--- config.mk ---
export PLATFORM = sky130hd
export DESIGN_NAME = mem_bist_seq
export DESIGN_NICKNAME = d
export VERILOG_FILES = /design/src/rtl/mem_bist_seq.sv
export SDC_FILE = /design/constraint.sdc
export NUM_CORES = 1
export LEC_CHECK = 0
export CORE_MARGIN = 5
export CORE_UTILIZATION = 58
export CTS_BUF_LIST = sky130_fd_sc_hd__clkbuf_2
export DETAILED_ROUTE_END_ITERATION = 12
export GPL_TIMING_DRIVEN = 0
export PLACE_DENSITY = 0.88
export SLEW_MARGIN = 20
export SYNTH_ARGS = -nofsm -noshare
export SYNTH_HDL_FRONTEND = slang
export SYNTH_SLANG_ARGS = --single-unit
--- constraint.sdc ---
create_clock -name clk -period 8.3 [get_ports clk]
set_clock_uncertainty 0.1 [all_clocks]
set_input_delay 2.075 -clock clk [delete_from_list [all_inputs] [get_ports clk]]
set_output_delay 2.075 -clock clk [all_outputs]
set_load 0.01 [all_outputs]
--- src/rtl/mem_bist_seq.sv ---
// mem_bist_seq -- march-style memory self-test sequencer.
//
// Writes an incrementing pattern (seed + address) to every word of a DEPTH-word
// memory. It then reads every word back, holding each address for RD_WAIT+1
// cycles. Read data is compared against the pattern, and the sequencer counts
// mismatches and records the first failing address.
//
// Ports:
//   clk        sole clock, rising edge
//   reset      asynchronous, active-high reset
//   start      run request, honoured only when idle or done
//   seed       pattern seed, captured when start is accepted
//   addr       memory address
//   data_in    memory write data
//   write      memory write strobe
//   read       memory read strobe
//   data_out   memory read data
//   busy       run in progress
//   done       run complete (level, held until the next start)
//   pass       no mismatches seen; only meaningful while done=1
//   err_count  saturating mismatch count
//   fail_addr  address of the first mismatch of the run
module mem_bist_seq #(
    parameter int DEPTH   = 32,
    parameter int AW      = 5,
    parameter int DW      = 8,
    parameter int RD_WAIT = 1
) (
    input  logic          clk,
    input  logic          reset,
    input  logic          start,
    input  logic [DW-1:0] seed,
    output logic [AW-1:0] addr,
    output logic [DW-1:0] data_in,
    output logic          write,
    output logic          read,
    input  logic [DW-1:0] data_out,
    output logic          busy,
    output logic          done,
    output logic          pass,
    output logic [AW:0]   err_count,
    output logic [AW-1:0] fail_addr
);

    localparam int WW = (RD_WAIT > 0) ? $clog2(RD_WAIT + 1) : 1;
    localparam logic [AW-1:0] LAST_ADDR = AW'(DEPTH - 1);
    localparam logic [WW-1:0] WAIT_LAST = WW'(RD_WAIT);

    typedef enum logic [1:0] {IDLE, WRITE, READ, DONE} state_t;

    state_t        state, state_nxt;
    logic [AW-1:0] addr_nxt, fail_addr_nxt;
    logic [DW-1:0] data_in_nxt, seed_q, seed_nxt;
    logic          write_nxt, read_nxt, busy_nxt, done_nxt, pass_nxt;
    logic [AW:0]   err_count_nxt;
    logic [WW-1:0] wait_cnt, wait_cnt_nxt;

    // Saturating increment so a badly broken memory cannot wrap the count to zero.
    function automatic logic [AW:0] sat_inc(input logic [AW:0] v);
        return (&v) ? v : v + 1'b1;
    endfunction

    // Expected word at an address: seed plus zero-extended address, modulo 2^DW.
    function automatic logic [DW-1:0] exp_pat(input logic [DW-1:0] s, input logic [AW-1:0] a);
        return s + DW'(a);
    endfunction

    always_comb begin
        state_nxt     = state;
        addr_nxt      = addr;
        data_in_nxt   = data_in;
        write_nxt     = write;
        read_nxt      = read;
        busy_nxt      = busy;
        done_nxt      = done;
        pass_nxt      = pass;
        err_count_nxt = err_count;
        fail_addr_nxt = fail_addr;
        seed_nxt      = seed_q;
        wait_cnt_nxt  = wait_cnt;

        case (state)
            IDLE, DONE: begin
                if (start) begin
                    state_nxt     = WRITE;
                    seed_nxt      = seed;
                    addr_nxt      = '0;
                    data_in_nxt   = exp_pat(seed, '0);
                    write_nxt     = 1'b1;
                    read_nxt      = 1'b0;
                    busy_nxt      = 1'b1;
                    done_nxt      = 1'b0;
                    pass_nxt      = 1'b0;
                    err_count_nxt = '0;
                    fail_addr_nxt = '0;
                    wait_cnt_nxt  = '0;
                end
            end
            WRITE: begin
                if (addr == LAST_ADDR) begin
                    state_nxt    = READ;
                    addr_nxt     = '0;
                    write_nxt    = 1'b0;
                    read_nxt     = 1'b1;
                    wait_cnt_nxt = '0;
                end else begin
                    addr_nxt    = addr + 1'b1;
                    data_in_nxt = exp_pat(seed_q, addr + 1'b1);
                end
            end
            READ: begin
                if (wait_cnt == WAIT_LAST) begin
                    // Last edge of this address's read window: compare now.
                    if (data_out != exp_pat(seed_q, addr)) begin
                        err_count_nxt = sat_inc(err_count);
                        if (err_count == '0)
                            fail_addr_nxt = addr;
                    end
                    wait_cnt_nxt = '0;
                    if (addr == LAST_ADDR) begin
                        state_nxt = DONE;
                        read_nxt  = 1'b0;
                        busy_nxt  = 1'b0;
                        done_nxt  = 1'b1;
                        pass_nxt  = (err_count_nxt == '0);
                    end else begin
                        addr_nxt = addr + 1'b1;
                    end
                end else begin
                    wait_cnt_nxt = wait_cnt + 1'b1;
                end
            end
            default: state_nxt = IDLE;
        endcase
    end

    always_ff @(posedge clk or posedge reset) begin
        if (reset) begin
            state     <= IDLE;
            addr      <= '0;
            data_in   <= '0;
            write     <= 1'b0;
            read      <= 1'b0;
            busy      <= 1'b0;
            done      <= 1'b0;
            pass      <= 1'b0;
            err_count <= '0;
            fail_addr <= '0;
            seed_q    <= '0;
            wait_cnt  <= '0;
        end else begin
            state     <= state_nxt;
            addr      <= addr_nxt;
            data_in   <= data_in_nxt;
            write     <= write_nxt;
            read      <= read_nxt;
            busy      <= busy_nxt;
            done      <= done_nxt;
            pass      <= pass_nxt;
            err_count <= err_count_nxt;
            fail_addr <= fail_addr_nxt;
            seed_q    <= seed_nxt;
            wait_cnt  <= wait_cnt_nxt;
        end
    end

endmodule
==> tab_implementation.tex, run 1 <==
\begin{tabular}{lr}
\hline
Metric & Value \\
\hline
\multicolumn{2}{l}{\textbf{STA}} \\
\quad Minimum clock period after layout & 3.97 ns \\
\quad Number of max-slew violations in the final report & 0 \\
\quad Final number of hold-violating endpoints & 0 \\
\quad Setup repair after global routing missed its margin & no \\
\quad Worst relative slew slack & 55.6\% \\
\quad Actual slew at the worst max-slew pin & 0.660 ns \\
\quad Final cycle utilization of the critical path & 47.8\% \\
\quad Final number of setup-violating endpoints & 0 \\
\quad Total Negative Setup Slacks & 0 ns \\
\quad Maximum clock rate & 252 MHz \\
\multicolumn{2}{l}{\textbf{Min path}} \\
\quad Hold Crit Start & data\_in[5] \\
\quad Endpoint with the worst hold slack & data\_in[5] \\
\quad Hold/Removal Path Class & reg2reg \\
\quad Hold Path Stages & 2 \\
\multicolumn{2}{l}{\textbf{Setup path}} \\
\quad Reg-to-reg setup timing slack & 5.30 ns \\
\quad CP Max Fanout & 5 \\
\quad Sequence of cells on the critical path & clkdlybuf4s50\_1, or4b\_1, and4\_4, a31oi\_4, o21ai\_2, mux2\_4, a32o\_1 \\
\quad Critical Path Max Stage Delay & 0.56 ns \\
\quad Required time of the worst setup path & 8.53 ns \\
\quad Critical path class & in2reg \\
\quad Buffers and inverters on the worst path & 1 \\
\quad Crit end category & flip-flop \\
\quad Startpoint of the lowest-slack register-to-register path & addr[0] \\
\quad Endpoint arrival time on the critical path & 4.20 ns \\
\quad Number of cells on the worst reg-to-reg path & 9 \\
\quad Setup crit start kind & input port \\
\quad Worst flop-to-flop path endpoint & pass \\
\quad Cell class contributing the biggest share of worst-path delay & simple AND/OR/NAND/NOR gates \\
\quad Master of the slowest instance on the critical path & or4b\_1 \\
\multicolumn{2}{l}{\textbf{CTS}} \\
\quad Later-pin clock latency in the skew report & 0.41 ns \\
\quad Largest buffer count on any clock path & 2 \\
\quad Number of clock buffers inserted by TritonCTS & 5 \\
\quad TritonCTS clock tree & built \\
\quad CTS Root Buffer Type & clkbuf\_2 \\
\quad Post-CTS Hold Buffers & 0 \\
\quad Clk sinks & 40 \\
\quad Post-CTS setup buffers & 0 \\
\quad Count of instances resized after the clock tree is built & 0 \\
\quad Clock input transition at the sequential cells of the worst setup and hold paths & 0.21 ns \\
\quad Number of levels the H-tree was split into & 2 \\
\multicolumn{2}{l}{\textbf{Placement}} \\
\quad Detail Placement HPWL & 4510 um \\
\quad Count of buffers from port buffering & 47 \\
\quad Placed instance count & 373 \\
\quad Placer's final routability congestion estimate & 0.920 \\
\multicolumn{2}{l}{\textbf{Global routing}} \\
\quad Maximum number of pins on one net before global-route repair & 29 \\
\quad Via count of the first global-routing pass & 2264 \\
\quad Initial antenna violation count & 0 \\
\quad First-pass GRT wire length & 10300 um \\
\quad Aggregate global routing overflow & 0 \\
\quad Total global-route track usage & 21.1\% \\
\multicolumn{2}{l}{\textbf{Pwr}} \\
\quad Leakage power summed over all cells & 0.00139 uW \\
\quad Pwr/cell area & 315 mW/mm\^{}2 \\
\quad Tot Pwr & 992 uW \\
\quad IR drop worst, VDD & 0.175 mV \\
\multicolumn{2}{l}{\textbf{Route}} \\
\quad Number of vias in the routed layout & 2200 \\
\quad Via-to-Cell Ratio & 5.77 \\
\quad Antenna-violating nets left & 0 \\
\quad Drt first-iter violations & 137 \\
\quad Routed WL & 5830 um \\
\quad Total DRC errors in the routed layout & 0 \\
\quad Iteration count of the initial detailed-routing pass & 5 \\
\quad Average wire length per cell after detail routing & 15.3 um \\
\multicolumn{2}{l}{\textbf{Synthesis}} \\
\quad Post-Syn Instances & 273 \\
\quad Sequential-to-total area share from yosys stat & 39.2\% \\
\quad Cell types occupying the most area after synthesis & dfrtp\_1 (39\%), ha\_1 (8.3\%), o21ai\_0 (6.3\%) \\
\quad Number of register bits inferred by synthesis & 40 \\
\quad Post-Syn Nets & 311 \\
\quad Average cell area after synthesis & 9.36 sq um \\
\quad Post-synth top area share & 39.2\% \\
\quad Number of warnings issued by yosys & 0 \\
\quad Top cell type by total area after synthesis & dfrtp\_1 \\
\quad Summed instance area of the synthesized netlist & 0.00256 sq mm \\
\quad Distinct cell type count after synthesis & 44 \\
\multicolumn{2}{l}{\textbf{Layout}} \\
\quad Number of nets in the finished design & 366 \\
\quad Antenna diodes & 0 \\
\quad Multi-input gate area & 0.00146 sq mm \\
\quad Commonest cells after routing, fill and taps aside & clkdlybuf4s50\_1 (47), dfrtp\_1 (40), nand2\_1 (33) \\
\quad \# fillers & 347 \\
\quad Proportion of layout cells with a drive suffix above 1 & 8.21\% \\
\quad Number of cells in the finished layout apart from fillers & 381 \\
\quad Area added between synthesis and finish & 23.3\% \\
\quad Storage cell area & 0.00100 sq mm \\
\quad Most common cell after layout, fill and taps aside & clkdlybuf4s50\_1 \\
\multicolumn{2}{l}{\textbf{Die}} \\
\quad I/O Pins & 48 \\
\quad Initial cell density of the core & 59.1\% \\
\quad Die width & 76.4 um \\
\quad Core region area & 0.00432 sq mm \\
\quad Die height & 76.4 um \\
\quad FP Rows & 24 \\
\quad DIE AREA & 0.00583 sq mm \\
\multicolumn{2}{l}{\textbf{Run}} \\
\quad Maximum capacitance violations & 0 \\
\multicolumn{2}{l}{\textbf{Status}} \\
\quad Outcome & finished, final reports clean \\
\hline
\end{tabular}
==> state kept, by name (all words and copies together) (netlist names) <==
name / cells
data_in: 8
seed_q: 8
err_count: 6
addr: 5
fail_addr: 5
state: 2
busy: 1
done: 1
pass: 1
read: 1
wait_cnt: 1
write: 1
==> where the power goes <==
part	internal, uW	leakage [uW]	switching [uW]
clock network	22.5	0.0000306	66.4
logic	267	0.000849	320
registers	255	0.000510	60.8
==> synthesized netlist by cell type, drive strengths merged <==
| library cell | count |
|---|---|
| dfrtp | 40 |
| nor2 | 14 |
| mux2i | 9 |
| a211oi | 2 |
| o21ai | 35 |
| nor4 | 2 |
| xnor2 | 12 |
| nand4 | 2 |
| a31oi | 2 |
| and4 | 1 |
| nand2 | 33 |
| a32o | 1 |
| and3b | 1 |
| and3 | 3 |
| nor3 | 4 |
| nand2b | 4 |
| a31o | 1 |
| o21bai | 1 |
| inv | 20 |
| a21o | 4 |
| fa | 2 |
| clkbuf | 6 |
| a2bb2oi | 3 |
| mux2 | 10 |
| xor2 | 6 |
| nor2b | 4 |
| o22ai | 5 |
| or3 | 1 |
| nand3 | 6 |
| and2 | 1 |
| a21oi | 11 |
| o31ai | 3 |
| o21ba | 1 |
| ha | 17 |
| or4b | 1 |
| a211o | 1 |
| o2111ai | 1 |
| o211ai | 3 |
==> kinds of logic after synthesis <==
family,Yosys count,share of synthesized area [%]
compound gates,74,18.7
mux,19,8.08
flops,40,39.2
xor+xnor,18,6.17
fa+ha+maj,19,9.89
simple gates,77,14.2
buf+inv,26,3.82
==> worst max-delay path by stage <==
stage | startpoint | endpoint | slack (ns) | depth (start not counted)
final | data_out[5] | pass | 4.33 | 7
after global routing | data_out[5] | fail_addr[4] | 4.29 | 7
after CTS | data_out[5] | pass | 4.35 | 7
after detailed placement | data_out[5] | pass | 3.88 | 7
after global placement | data_out[5] | pass | 3.91 | 7
after floorplan | data_out[5] | pass | 4.48 | 6
==> final cells by class <==
class                      count  share of cell area, %
buffer                         6                  0.715
clock buffer                   7                   1.11
clock inverter                 1                  0.119
inverter                      20                   2.38
multi-input combinational    207                   46.3
sequential                    40                   31.8
tap                           52                   2.07
timing repair buffer          48                   15.6
==> metrics by stage <==
step	hold WS, ns	utilization, %	setup WS, ns	cell area [sq um]
global route	0.464	72.9	4.29	3150
detailed placement	0.378	72.0	3.88	3110
finish	0.416	72.9	4.33	3150
floorplan	0.375	-	4.48	2560
global placement	0.365	71.5	3.91	3090
CTS	0.421	72.9	4.35	3150
==> tightest hold or removal path: stages (launching register included) <==
cell and delay [ns]:
dfrtp_1 0.39, nand2_1 0.05, o21ai_0 0.06
==> metal layers <==
metal  vias to the layer above  global-route usage, %  part of all wire (%)  routed length, um
met4                         0                   9.27                   2.0                116
met2                        74                   35.4                    50               2910
met1                      1038                   25.9                    42               2460
met3                        14                   4.49                   5.9                345
li1                       1074                      -                     -                  -
met5                         -                      0                     0                  0
Note: power is estimated with default switching activity, not from simulation.
==> run 2, diff against run 1 <==
Settings changed: CORE_UTILIZATION 58 to 54, PLACE_DENSITY 0.88 to 0.82.
Clock period 8.3 ns to 4.2 ns, I/O delays scaled along.
==> run 2 against run 1 <==
Compared with the run above: global-route usage decreased by 1.6 points; worst hold slack got worse by 0.0090 ns; combinational power is 98% higher; sequential cell count did not move; clock power rose by 84%; non-clock buffer count unchanged; first-iteration DRC count is 12% higher; cell count is 0.26% higher; critical endpoint unchanged; largest cell class unchanged; critical path depth did not move; die area up 6.4%.
==> tab_implementation.tex, run 2 (synthesized netlist as in run 1, its figures left out) <==
\begin{tabular}{lr}
\hline
Metric & Value \\
\hline
\multicolumn{2}{l}{\textbf{Route}} \\
\quad Via-to-Cell Ratio & 5.73 (-0.85\%) \\
\quad Average wire length per cell after detail routing & 14.7 um (-3.6\%) \\
\quad Antenna-violating nets left & 0 (unchanged) \\
\quad Iteration count of the initial detailed-routing pass & 4 (-1) \\
\quad Routed WL & 5630 um (-3.3\%) \\
\quad Drt first-iter violations & 154 (+12\%) \\
\quad Total DRC errors in the routed layout & 0 (unchanged) \\
\quad Number of vias in the routed layout & 2187 (-0.59\%) \\
\multicolumn{2}{l}{\textbf{Min path}} \\
\quad Hold Path Stages & 2 (unchanged) \\
\quad Hold Crit Start & data\_in[4] \\
\quad Endpoint with the worst hold slack & data\_in[4] \\
\quad Hold/Removal Path Class & reg2reg \\
\multicolumn{2}{l}{\textbf{CTS}} \\
\quad Largest buffer count on any clock path & 2 (unchanged) \\
\quad Number of levels the H-tree was split into & 2 (unchanged) \\
\quad Post-CTS setup buffers & 0 (unchanged) \\
\quad Count of instances resized after the clock tree is built & 0 (unchanged) \\
\quad Post-CTS Hold Buffers & 0 (unchanged) \\
\quad Later-pin clock latency in the skew report & 0.40 ns (about the same) \\
\quad TritonCTS clock tree & built \\
\quad Clk sinks & 40 (unchanged) \\
\quad CTS Root Buffer Type & clkbuf\_2 \\
\quad Clock input transition at the sequential cells of the worst setup and hold paths & 0.20 ns (about the same) \\
\quad Number of clock buffers inserted by TritonCTS & 5 (unchanged) \\
\multicolumn{2}{l}{\textbf{Layout}} \\
\quad Area added between synthesis and finish & 23.2\% (about the same) \\
\quad \# fillers & 398 (+15\%) \\
\quad Antenna diodes & 0 (unchanged) \\
\quad Most common cell after layout, fill and taps aside & clkdlybuf4s50\_1 \\
\quad Commonest cells after routing, fill and taps aside & clkdlybuf4s50\_1 (47), dfrtp\_1 (40), nand2\_1 (33) \\
\quad Proportion of layout cells with a drive suffix above 1 & 8.23\% (+0.025 points) \\
\quad Number of cells in the finished layout apart from fillers & 382 (+0.26\%) \\
\quad Biggest registers after layout & data\_in x8, seed\_q x8, err\_count x6 \\
\quad Number of nets in the finished design & 366 (unchanged) \\
\multicolumn{2}{l}{\textbf{Placement}} \\
\quad Placer's final routability congestion estimate & 0.851 (-7.5\%) \\
\quad Count of buffers from port buffering & 47 (unchanged) \\
\quad Detail Placement HPWL & 4470 um (-0.83\%) \\
\quad Placed instance count & 375 (+0.54\%) \\
\multicolumn{2}{l}{\textbf{Run}} \\
\quad Maximum capacitance violations & 0 (unchanged) \\
\multicolumn{2}{l}{\textbf{Global routing}} \\
\quad Initial antenna violation count & 0 (unchanged) \\
\quad Met1 usage in global routing & 24.9\% (-0.96 points) \\
\quad Met2 demand-to-capacity share in global routing & 32.3\% (-3.1 points) \\
\quad Met3 capacity usage during global routing & 3.40\% (-1.1 points) \\
\quad Maximum number of pins on one net before global-route repair & 29 (unchanged) \\
\quad Total global-route track usage & 19.5\% (-1.6 points) \\
\quad Most utilized layer in the global route result & met2 \\
\quad Via count of the first global-routing pass & 2184 (-3.5\%) \\
\quad Aggregate global routing overflow & 0 (unchanged) \\
\quad First-pass GRT wire length & 9760 um (-5.1\%) \\
\multicolumn{2}{l}{\textbf{Pwr}} \\
\quad Leakage power summed over all cells & 0.00139 uW (-0.13\%) \\
\quad IR drop worst, VDD & 0.296 mV (+69\%) \\
\quad Pwr/cell area & 616 mW/mm\^{}2 (+96\%) \\
\multicolumn{2}{l}{\textbf{Die}} \\
\quad FP Rows & 25 (+4.2\%) \\
\quad Core region area & 0.00466 sq mm (+7.8\%) \\
\quad Initial cell density of the core & 54.8\% (-4.3 points) \\
\quad Die height & 78.8 um (+3.2\%) \\
\quad DIE AREA & 0.00621 sq mm (+6.4\%) \\
\quad Die width & 78.8 um (+3.2\%) \\
\quad I/O Pins & 48 (unchanged) \\
\multicolumn{2}{l}{\textbf{Setup path}} \\
\quad Required time of the worst setup path & 4.40 ns (-4.13 ns) \\
\quad Crit end category & flip-flop \\
\quad Reg-to-reg setup timing slack & 1.17 ns (-4.13 ns) \\
\quad Startpoint of the lowest-slack register-to-register path & addr[0] \\
\quad Number of cells on the worst reg-to-reg path & 9 (unchanged) \\
\quad Worst flop-to-flop path endpoint & pass \\
\quad CP Max Fanout & 5 (unchanged) \\
\quad Endpoint arrival time on the critical path & 3.24 ns (-0.96 ns) \\
\quad Setup crit start kind & input port \\
\quad Critical path class & in2reg \\
\multicolumn{2}{l}{\textbf{STA}} \\
\quad Worst relative slew slack & 55.3\% (-0.24 points) \\
\quad Minimum clock period after layout & 3.04 ns \\
\quad Final number of hold-violating endpoints & 0 (unchanged) \\
\quad Total Negative Setup Slacks & 0 ns (unchanged) \\
\quad Final cycle utilization of the critical path & 72.4\% \\
\quad Final number of setup-violating endpoints & 0 (unchanged) \\
\quad Setup repair after global routing missed its margin & no \\
\quad Number of max-slew violations in the final report & 0 (unchanged) \\
\quad Maximum clock rate & 329 MHz \\
\quad Actual slew at the worst max-slew pin & 0.663 ns (+0.00362 ns) \\
\multicolumn{2}{l}{\textbf{Status}} \\
\quad Outcome & finished, final reports clean \\
\hline
\end{tabular}
==> run 2: how the worst max path moves through the flow <==
| stage | from | end | cells after the start |
|---|---|---|---|
| 6_report | data_out[5] | pass | 7 |
| 5_1_grt | addr[0] | pass | 9 |
| 4_1_cts | addr[0] | pass | 9 |
| 3_5_place_dp | data_out[5] | pass | 7 |
| 3_3_place_gp | data_out[5] | pass | 7 |
| 2_1_floorplan | data_out[5] | pass | 6 |
==> run 2: worst max-delay path, cell delays in order <==
cell and delay [ns]:
clkdlybuf4s50_1 0.48, or4b_1 0.60, and4_4 0.21, a31oi_4 0.21
o21ai_2 0.12, mux2_4 0.31, a32o_1 0.25
==> run 2: power by group <==
part	switching [uW]	total, uW	internal (uW)
registers	113	618	505
clock network	124	164	39.7
logic	631	1160	527
==> run 2: routing by layer <==
metal / vias up / wire length (um)
li1: 1074 / -
met1: 1048 / 2530
met2: 48 / 2690
met3: 17 / 254
met4: 0 / 160
met5: - / 0
==> run 2: cell type report <==
cell class,instances,area [sq um],area share [%]
Sequential cell,40,1000,31.8
Clock buffer,6,30.0,0.954
Timing Repair Buffer,48,490,15.6
Multi-Input combinational cell,207,1460,46.3
Clock inverter,1,5.00,0.159
Buffer,6,22.5,0.715
Inverter,20,75.1,2.38
Tap cell,54,67.6,2.15
==> run 2: through the flow <==
step	hold WS (ns)	worst slack, ns	power [uW]	util, %	cell area (sq um)
after floorplan	0.375	1.40	1430	-	2560
after global placement	0.367	0.830	1740	66.4	3090
after detailed placement	0.371	0.754	1790	66.8	3110
after CTS	0.415	1.14	1960	67.6	3150
after global routing	0.456	1.04	2120	67.6	3150
final	0.407	1.16	1940	67.6	3150
==> edit (settings of run 2) <==
`DEPTH`: 32 -> 16.
--- a/src/rtl/mem_bist_seq.sv
+++ b/src/rtl/mem_bist_seq.sv
@@ -23,3 +23,3 @@
 module mem_bist_seq #(
-    parameter int DEPTH   = 32,
+    parameter int DEPTH   = 16,
     parameter int AW      = 5,
Function: no difference found for any inputs over 10 cycles, from zero or initial values and one cycle with reset high; that may be too few to reach the edited logic, so the function may still have changed.
==> edit against run 2 <==
Setup slack better by 2.1 ps. Hold slack better by 11 ps. Sequential cell count stayed put. Count of clock-buffer cells in the layout stayed put. Fmax hardly changed. Power is 2.5% higher. Final area is 3.3% higher. Cell count is 6.3% higher. Routed wire length is 6.7% higher. Synthesized area is 3.4% higher. Combinational power is 5% higher. Die area is 3.0% higher. Largest cell class unchanged. Largest power group unchanged.
==> edit: results (changes against run 2) <==
[power_and_ir_drop]
powerDensity_mw_per_mm2=611  ; -0.78%
leakagePower_uw=0.00145  ; +4.8%
max-vdd-ir-drop_v=0.000425  ; +44%

[detailed_routing]
met3_length_um=285  ; +12%
viasPerCell=5.58  ; -2.6%
initialDrtViolationCount=121  ; -21%
wl_mm=6.01  ; +6.7%
wl_met2_mm=3.01  ; +12%
wl_met1_mm=2.59  ; +2.3%

[global_routing]
grtUsageTotal_pct=20.7  ; +1.2 points
use_met2_pct=35.9  ; +3.6 points
grt_pass1_wl_mm=10.5  ; +7.7%
grt_pass1_vias=2369  ; +8.5%
use_met3_pct=4.63  ; +1.2 points
grt_use_met1_pct=25.0  ; +0.11 points

[timing]
period_needed_ps=3040  ; -2.10 ps
timing.slew.headroom_pct=53.3  ; -2.0 points
holdWs_ps=418  ; +11.3 ps

[place]
hpwl_mm=4.64  ; +3.9%
pre_cts_slack_ps=901  ; +147 ps
post-place-cells=399  ; +6.4%
globalplace.congestion=0.898  ; +5.5%
dpl_cell_area_sq_mm=0.00322  ; +3.3%

[status]
outcome=completed

[synth]
yosysSeqAreaShare_pct=37.9  ; -1.3 points
ys_top_cells_by_area=dfrtp_1 (38%), ha_1 (8.5%), nand2_1 (4.7%)
synthArstFlopShare_pct=100  ; unchanged
synthTopCellsByCount=dfrtp_1 (40), nand2_1 (33), o21ai_0 (21)
avgSynthCellArea_sq_um=9.31  ; -0.58%
synth_fp_nets=323  ; +3.9%
synth_cell_type_count=48  ; +9.1%

[critical_path]
arrival_ps=3290  ; +50 ps
cpPeakStageDelay_ps=510  ; -90 ps
reg2reg_depth=8  ; -1
worstPathMaxFanout=8  ; +3
worst_r2r_endpoint=fail_addr[1]
crit_start=addr[0]
path_class=register to register
slowest_stage=dfrtp_1

[clock_tree]
htreeDepth=2  ; unchanged
ctsResizeCount=0  ; unchanged
cts_buffer_depth=2  ; unchanged
path_clk_slew_ps=180  ; -20 ps

[final_layout]
layout-drive-gt1-share_pct=10.0  ; +1.8 points
reg.largest.list=data_in x8, seed_q x8, err_count x6
final_nets=378  ; +3.3%
fin_cells=406  ; +6.3%
fill_cells=391  ; -1.8%

[hold_path]
worst_hold_path.num_cells=2  ; unchanged

[edit: layout make-up]
type,count,share of cell area [%]
clock buffers,6,0.923
well taps,67,2.58
flip-flops and latches,40,30.8
inverters,20,2.31
multi-input cells,215,47.0
clock inverters,1,0.154
repair buffers,48,15.1
plain buffers,9,1.15
[edit: cells by family after synthesis]
family	count (synthesis)	share of synthesized area, %
buf+inv	29	4.26
compound gates	71	17.3
fa+ha+maj	20	10.0
xor+xnor	20	7.48
flops	40	37.9
simple gates	88	16.6
mux	16	6.44
[edit: power breakdown]
part,switching (uW),internal [uW],total [uW]
Combinational,687,533,1220
Sequential,105,499,604
Clock,126,39.7,166
Total,918,1070,1990
[edit: worst register-to-register path, stage by stage, from the launching register on]
cell and delay (ps):
dfrtp_1 510, ha_1 270, fa_1 480, xor2_2 190
or3_4 390, nor4_4 340, nand3_2 260, o21ai_2 290
a32o_2 160
